===== src/rtl/max_selector.sv =====
// Purpose : registered maximum of ten unsigned class scores (comparator tree, no handshake).
// Latency : 1 cycle; the inputs sampled at edge N appear on max after edge N.
// Backpr. : none; a new result is computed every clock and the output cannot stall.
//
// Ports:
//   image_number_0..9 : DATA_W-bit unsigned scores, one per class
//   clk               : system clock; state updates on the rising edge
//   rst               : synchronous, active-high reset; clears max to 0
//   max               : DATA_W-bit registered maximum of the ten scores
module max_selector #(
    parameter int DATA_W = 5
) (
    input  logic [DATA_W-1:0] image_number_0,
    input  logic [DATA_W-1:0] image_number_1,
    input  logic [DATA_W-1:0] image_number_2,
    input  logic [DATA_W-1:0] image_number_3,
    input  logic [DATA_W-1:0] image_number_4,
    input  logic [DATA_W-1:0] image_number_5,
    input  logic [DATA_W-1:0] image_number_6,
    input  logic [DATA_W-1:0] image_number_7,
    input  logic [DATA_W-1:0] image_number_8,
    input  logic [DATA_W-1:0] image_number_9,
    input  logic              clk,
    input  logic              rst,
    output logic [DATA_W-1:0] max
);

    logic [DATA_W-1:0] l1_a, l1_b, l1_c, l1_d, l1_e;
    logic [DATA_W-1:0] l2_a, l2_b;
    logic [DATA_W-1:0] l3_a;
    logic [DATA_W-1:0] max_d, max_q;

    // Balanced tree over ten inputs. The odd pair (8,9) has no partner at
    // levels 2 and 3, so it is carried forward and meets the rest last.
    // Ties resolve to either operand; the values are equal so it does not matter.
    always_comb begin
        l1_a = (image_number_0 > image_number_1) ? image_number_0 : image_number_1;
        l1_b = (image_number_2 > image_number_3) ? image_number_2 : image_number_3;
        l1_c = (image_number_4 > image_number_5) ? image_number_4 : image_number_5;
        l1_d = (image_number_6 > image_number_7) ? image_number_6 : image_number_7;
        l1_e = (image_number_8 > image_number_9) ? image_number_8 : image_number_9;

        l2_a = (l1_a > l1_b) ? l1_a : l1_b;
        l2_b = (l1_c > l1_d) ? l1_c : l1_d;

        l3_a = (l2_a > l2_b) ? l2_a : l2_b;

        max_d = (l3_a > l1_e) ? l3_a : l1_e;
    end

    // Reset wins over the data update, so a result pending at a reset edge is dropped.
    always_ff @(posedge clk) begin
        if (rst) begin
            max_q <= '0;
        end else begin
            max_q <= max_d;
        end
    end

    assign max = max_q;

endmodule


===== config.mk =====
export PLATFORM = sky130hd
export DESIGN_NAME = max_selector
export DESIGN_NICKNAME = d
export VERILOG_FILES = /design/src/rtl/max_selector.sv
export SDC_FILE = /design/constraint.sdc
export NUM_CORES = 1
export LEC_CHECK = 0
export BUFFER_PORTS_ARGS = -buffer_cell sky130_fd_sc_hd__buf_4
export CORE_MARGIN = 1
export CORE_UTILIZATION = 26
export DETAILED_ROUTE_END_ITERATION = 10
export PLACE_DENSITY_LB_ADDON = 0.12
export SYNTH_ARGS = -nofsm -noshare
export SYNTH_HDL_FRONTEND = slang
export SYNTH_SLANG_ARGS = --single-unit

===== constraint.sdc =====
create_clock -name clk -period 6.4 [get_ports clk]
set_clock_uncertainty 0.1 [all_clocks]
set_input_delay 0.32 -clock clk [delete_from_list [all_inputs] [get_ports clk]]
set_output_delay 0.32 -clock clk [all_outputs]
set_load 0.03 [all_outputs]

Yosys cells after proc, flatten, opt, wreduce, memory -nomap -nowiden --
Index checks and enable logic that the tools add are counted.
Storage, ports and cells: register bits after elaboration 5, bits of input ports 52, output and inout bits 5, word-level logic and storage cells 19
Operators by class: order comparisons 9, muxes and demuxes 9
Operators by type and width (number):
- $gt 5x5->1 | 9
- $mux 5 | 9

Longest topological paths before layout --
word-level depth 8, depth in mapped cells 30, gate-level depth less buffers 28

Least setup slack after synthesis --
Ideal clock, no wire load.
path type input port to flip-flop, start input port image_number_5[4], end register max_q[2], in the netlist max[2], setup time 0.086 ns, data arrival time 5.502 ns, data required time 6.214 ns, path slack 0.712 ns, stages 27, buffers on the path 3, path through inv_1 -> ha_1 -> a21o_1 -> o32ai_1 -> buf_2 -> mux2_2 -> ha_1 -> o21ai_0 -> a21oi_1 -> o31ai_1 -> buf_2 -> nor2_1 -> a221o_1 -> ha_1 -> nor2b_1 -> o211ai_1 -> a21oi_1 -> clkbuf_1 -> o21ai_0 -> ha_1 -> nor2b_1 -> o21a_1 -> o21ai_0 -> a21o_1 -> nor2_1 -> o2bb2ai_1 -> a211oi_1
On the way: word-level cells in the longest chain between the ends 8
RTL lines:
- start: declaration | RTL line 18 | input logic [DATA_W-1:0] image_number_5,
- $gt 5x5->1 | RTL line 39 | l1_c = (image_number_4 > image_number_5) ? image_number_4 : image_number_5;
- $mux 5 (*) | RTL line 39
- $gt 5x5->1 | RTL line 44 | l2_b = (l1_c > l1_d) ? l1_c : l1_d;
- $mux 5 (*) | RTL line 44
- $gt 5x5->1 | RTL line 46 | l3_a = (l2_a > l2_b) ? l2_a : l2_b;
- $mux 5 (*) | RTL line 46
- $gt 5x5->1 | RTL line 48 | max_d = (l3_a > l1_e) ? l3_a : l1_e;
- $mux 5 (*) | RTL line 48
- end signal: assignment | RTL line 56 | max_q <= max_d;
- end: declaration | RTL line 31 | logic [DATA_W-1:0] max_d, max_q;
Mark *: on every way between the ends. The rest lies on a longest branch, timed or not. A chain may end at the register's enable or synchronous reset.

Final worst setup path --
start input port image_number_2[4], end register max_q[4], in the netlist max[4]
On the way: word-level cells in the longest chain between the ends 8
RTL lines:
- start: declaration | RTL line 15 | input logic [DATA_W-1:0] image_number_2,
- $gt 5x5->1 | RTL line 38 | l1_b = (image_number_2 > image_number_3) ? image_number_2 : image_number_3;
- $mux 5 (*) | RTL line 38
- $gt 5x5->1 | RTL line 43 | l2_a = (l1_a > l1_b) ? l1_a : l1_b;
- $mux 5 (*) | RTL line 43
- $gt 5x5->1 | RTL line 46
- $mux 5 (*) | RTL line 46
- $gt 5x5->1 | RTL line 48
- $mux 5 (*) | RTL line 48
Marked as above.

==> metrics <==
RSZ-0062 raised after global routing no; clock sink total 5; Final nets a little under 400; GR Overflow Total 0; post-CTS setup buffer count 0; met2 wire len between 2000 and 2500 um; Iteration-0 DRC Markers 65; minimum clock period after layout between 5 and 6 ns; area leader, netlist ha_1; Worst-Margin Slew between 0.5 and 0.6 ns; CP Max Fanout 14; Synth top area share 0.311; most instantiated library cell after synthesis ha_1; Worst VDD drop 0.0798 mV; Synth Area in XOR/XNOR 0; share of post-route cells with drive strength above 1 0.257; clock-pin slew on the worst setup and hold paths around 0.03 ns; Primary FF master, synth dfxtp_1; die height roughly 86 um; Commonest cells post-synth ha_1 (45), inv_1 (32), nor2_1 (18), mux2i_1 (15), nand2_1 (14); pwr dens roughly 260 nW/um^2; ys async rst share 0; ANT nets after route 0; Tot GR Track Use 0.125; Detailed Place HPWL between 4000 and 5000 um; post-synthesis cell count 237; final hold viol count 0; max reg flops 5; syn avg cell area ~7.6 um^2; Post-synth EDFFs 0; # diodes 0; Syn. warnings 0; H-tree depth 1; combinational power share 0.832; Hold Path Class primary input to register; # port buffers 56; outcome finished clean; # Max-Cap Violations 0; Adder-Cell Fraction of Synth Area 0.311; DR DRC count 0; RD Place Congestion 0.810; final wirelength ~4500 um; largest net degree at the start of global routing 15; Leak 0.00127 uW; Rel. slew slack 0.601; # IOs 57; clock share of power 0.090; non-filler cells, final about 380; Synth cell types 37; post-synthesis mux area share 0.139; Power, Total between 600 and 700 uW; Initial Utilization 0.268; Root Buffer clkbuf_8; switching share of total power 0.487; core area just under 7000 um^2; num rows 30; Inserted Clock Buffers 3; cell area after synthesis 1810 um^2; Pins Over Slew Limit 0; Synth Area in Compound Gates 0.253; Syn Nets 334; Top Metal Used met3; die footprint roughly 7300 um^2; setup_tns 0 ns; die width between 80 and 90 um; largest family of logic cells by synthesized area adder cells; Yosys reg bits 5; P_int around 320 uW; Fmax 173 MHz; Met3 Wirelength 183 um; via count around 1800; Worst Path Arrival just under 6 ns; post-synthesis sequential area ratio 0.0552; CTS tree yes; CP endpoint kind register; switching pwr between 300 and 400 uW; CP startpoint kind primary input; Sequential Power Share 0.078; vias in the first global route around 1800; area delta synth->final 31.9%; FILL cells approximately 750; Wirelength per Cell roughly 12 um; Synth area leaders ha_1 (31%), mux2i_1 (8.3%), inv_1 (6.6%); crit path kind primary input to register; simple logic cell fraction of the synthesized area 0.163; first-pass GRT wire length about 7600 um; Final Setup Violations 0; Critical Path RT 6.39 ns; Final Cycle Share 0.903; Clock Tree Buf Depth 2; initial antenna violation count 0; first drt pass iteration count 4; vias per std cell 4.89; metal1 wirelength 2220 um; placed insts between 300 and 400
==> layout by cell type (no fill, tap or decap), drive strengths merged <==
cell     count
a211oi       5
a21o         5
a21oi       12
a221o        4
a221oi       3
a31o         1
a31oi        1
and3         2
buf         60
clkbuf       4
dfxtp        5
ha          45
inv         32
mux2         9
mux2i       15
nand2       14
nand2b       2
nand3        4
nand4        4
nor2        18
nor2b        4
nor3        12
nor3b        1
o211ai       1
o21a         5
o21ai       12
o21bai       1
o221ai       2
o22a         1
o22ai        2
o2bb2ai      5
o31ai        1
o32ai        2
or3          2
==> through the flow <==
stage | setup WS (ns) | area, um^2 | util | hold slack (ns)
after detailed placement | 0.234 | 2340 | 0.346 | 0.427
final | 0.624 | 2390 | 0.354 | 0.200
after CTS | 0.437 | 2380 | 0.353 | 0.199
after global placement | 0.274 | 2340 | 0.346 | 0.426
after global routing | 0.0567 | 2390 | 0.354 | 0.206
after floorplan | 0.712 | 1810 | - | 0.293
==> layout make-up <==
class / instances / area [um^2] / area share
repair buffers: 60 / 450 / 0.188
well taps: 80 / 100 / 0.0419
clock buffers: 4 / 45.0 / 0.0188
flip-flops and latches: 5 / 100 / 0.0419
inverters: 32 / 120 / 0.0502
multi-input cells: 195 / 1580 / 0.659
==> metal layers <==
layer / global-route usage / up-vias
li1: - / 1001
met3: 0.0183 / 0
met1: 0.166 / 804
met5: 0 / -
met2: 0.218 / 35
met4: 0.0182 / 0
==> what timing repair did <==
item,in CTS,in global routing
endpoints found under the hold margin,0,0
endpoints found under the setup margin,0,5
resized for setup,0,1
hold buffers,0,0
==> logic make-up after synthesis <==
| family | count (synthesis) |
|---|---|
| flip-flops | 5 |
| buffers and inverters | 37 |
| multiplexers | 24 |
| AO/OA/AOI/OAI | 63 |
| adder cells (fa/ha/maj) | 45 |
| AND/OR/NAND/NOR | 63 |
==> worst max-delay path, stage by stage <==
cell	delay, ns
buf_4	0.11
ha_1	0.31
nand4_1	0.15
o221ai_1	0.31
o21ai_2	0.18
mux2i_1	0.31
ha_1	0.31
a21o_1	0.16
a21oi_1	0.17
o2bb2ai_2	0.31
nor2_1	0.08
a221oi_1	0.48
ha_1	0.33
nor2b_1	0.14
o211ai_1	0.19
a21oi_1	0.14
or3_1	0.32
o22a_1	0.22
ha_1	0.20
nor2b_1	0.11
o21a_1	0.12
o21ai_0	0.09
a21o_1	0.24
nor2_1	0.23
o2bb2ai_1	0.17
a211oi_1	0.07
==> final timing paths <==
check,end,cells past startpoint,start
worst min-delay path,max[4]$_SDFF_PP0_,2,rst
worst max-delay path,max[4]$_SDFF_PP0_,26,image_number_2[4]
==> power by group through the flow <==
stage          combinational, uW  clock, uW  sequential (uW)
5_1_grt                      594       61.8             50.2
4_1_cts                      524       58.3             49.5
2_1_floorplan                353          0             77.4
6_report                     524       56.7             49.1
3_5_place_dp                 520          0             50.0
3_3_place_gp                 520          0             50.3
(Power assumes the default switching activity.)
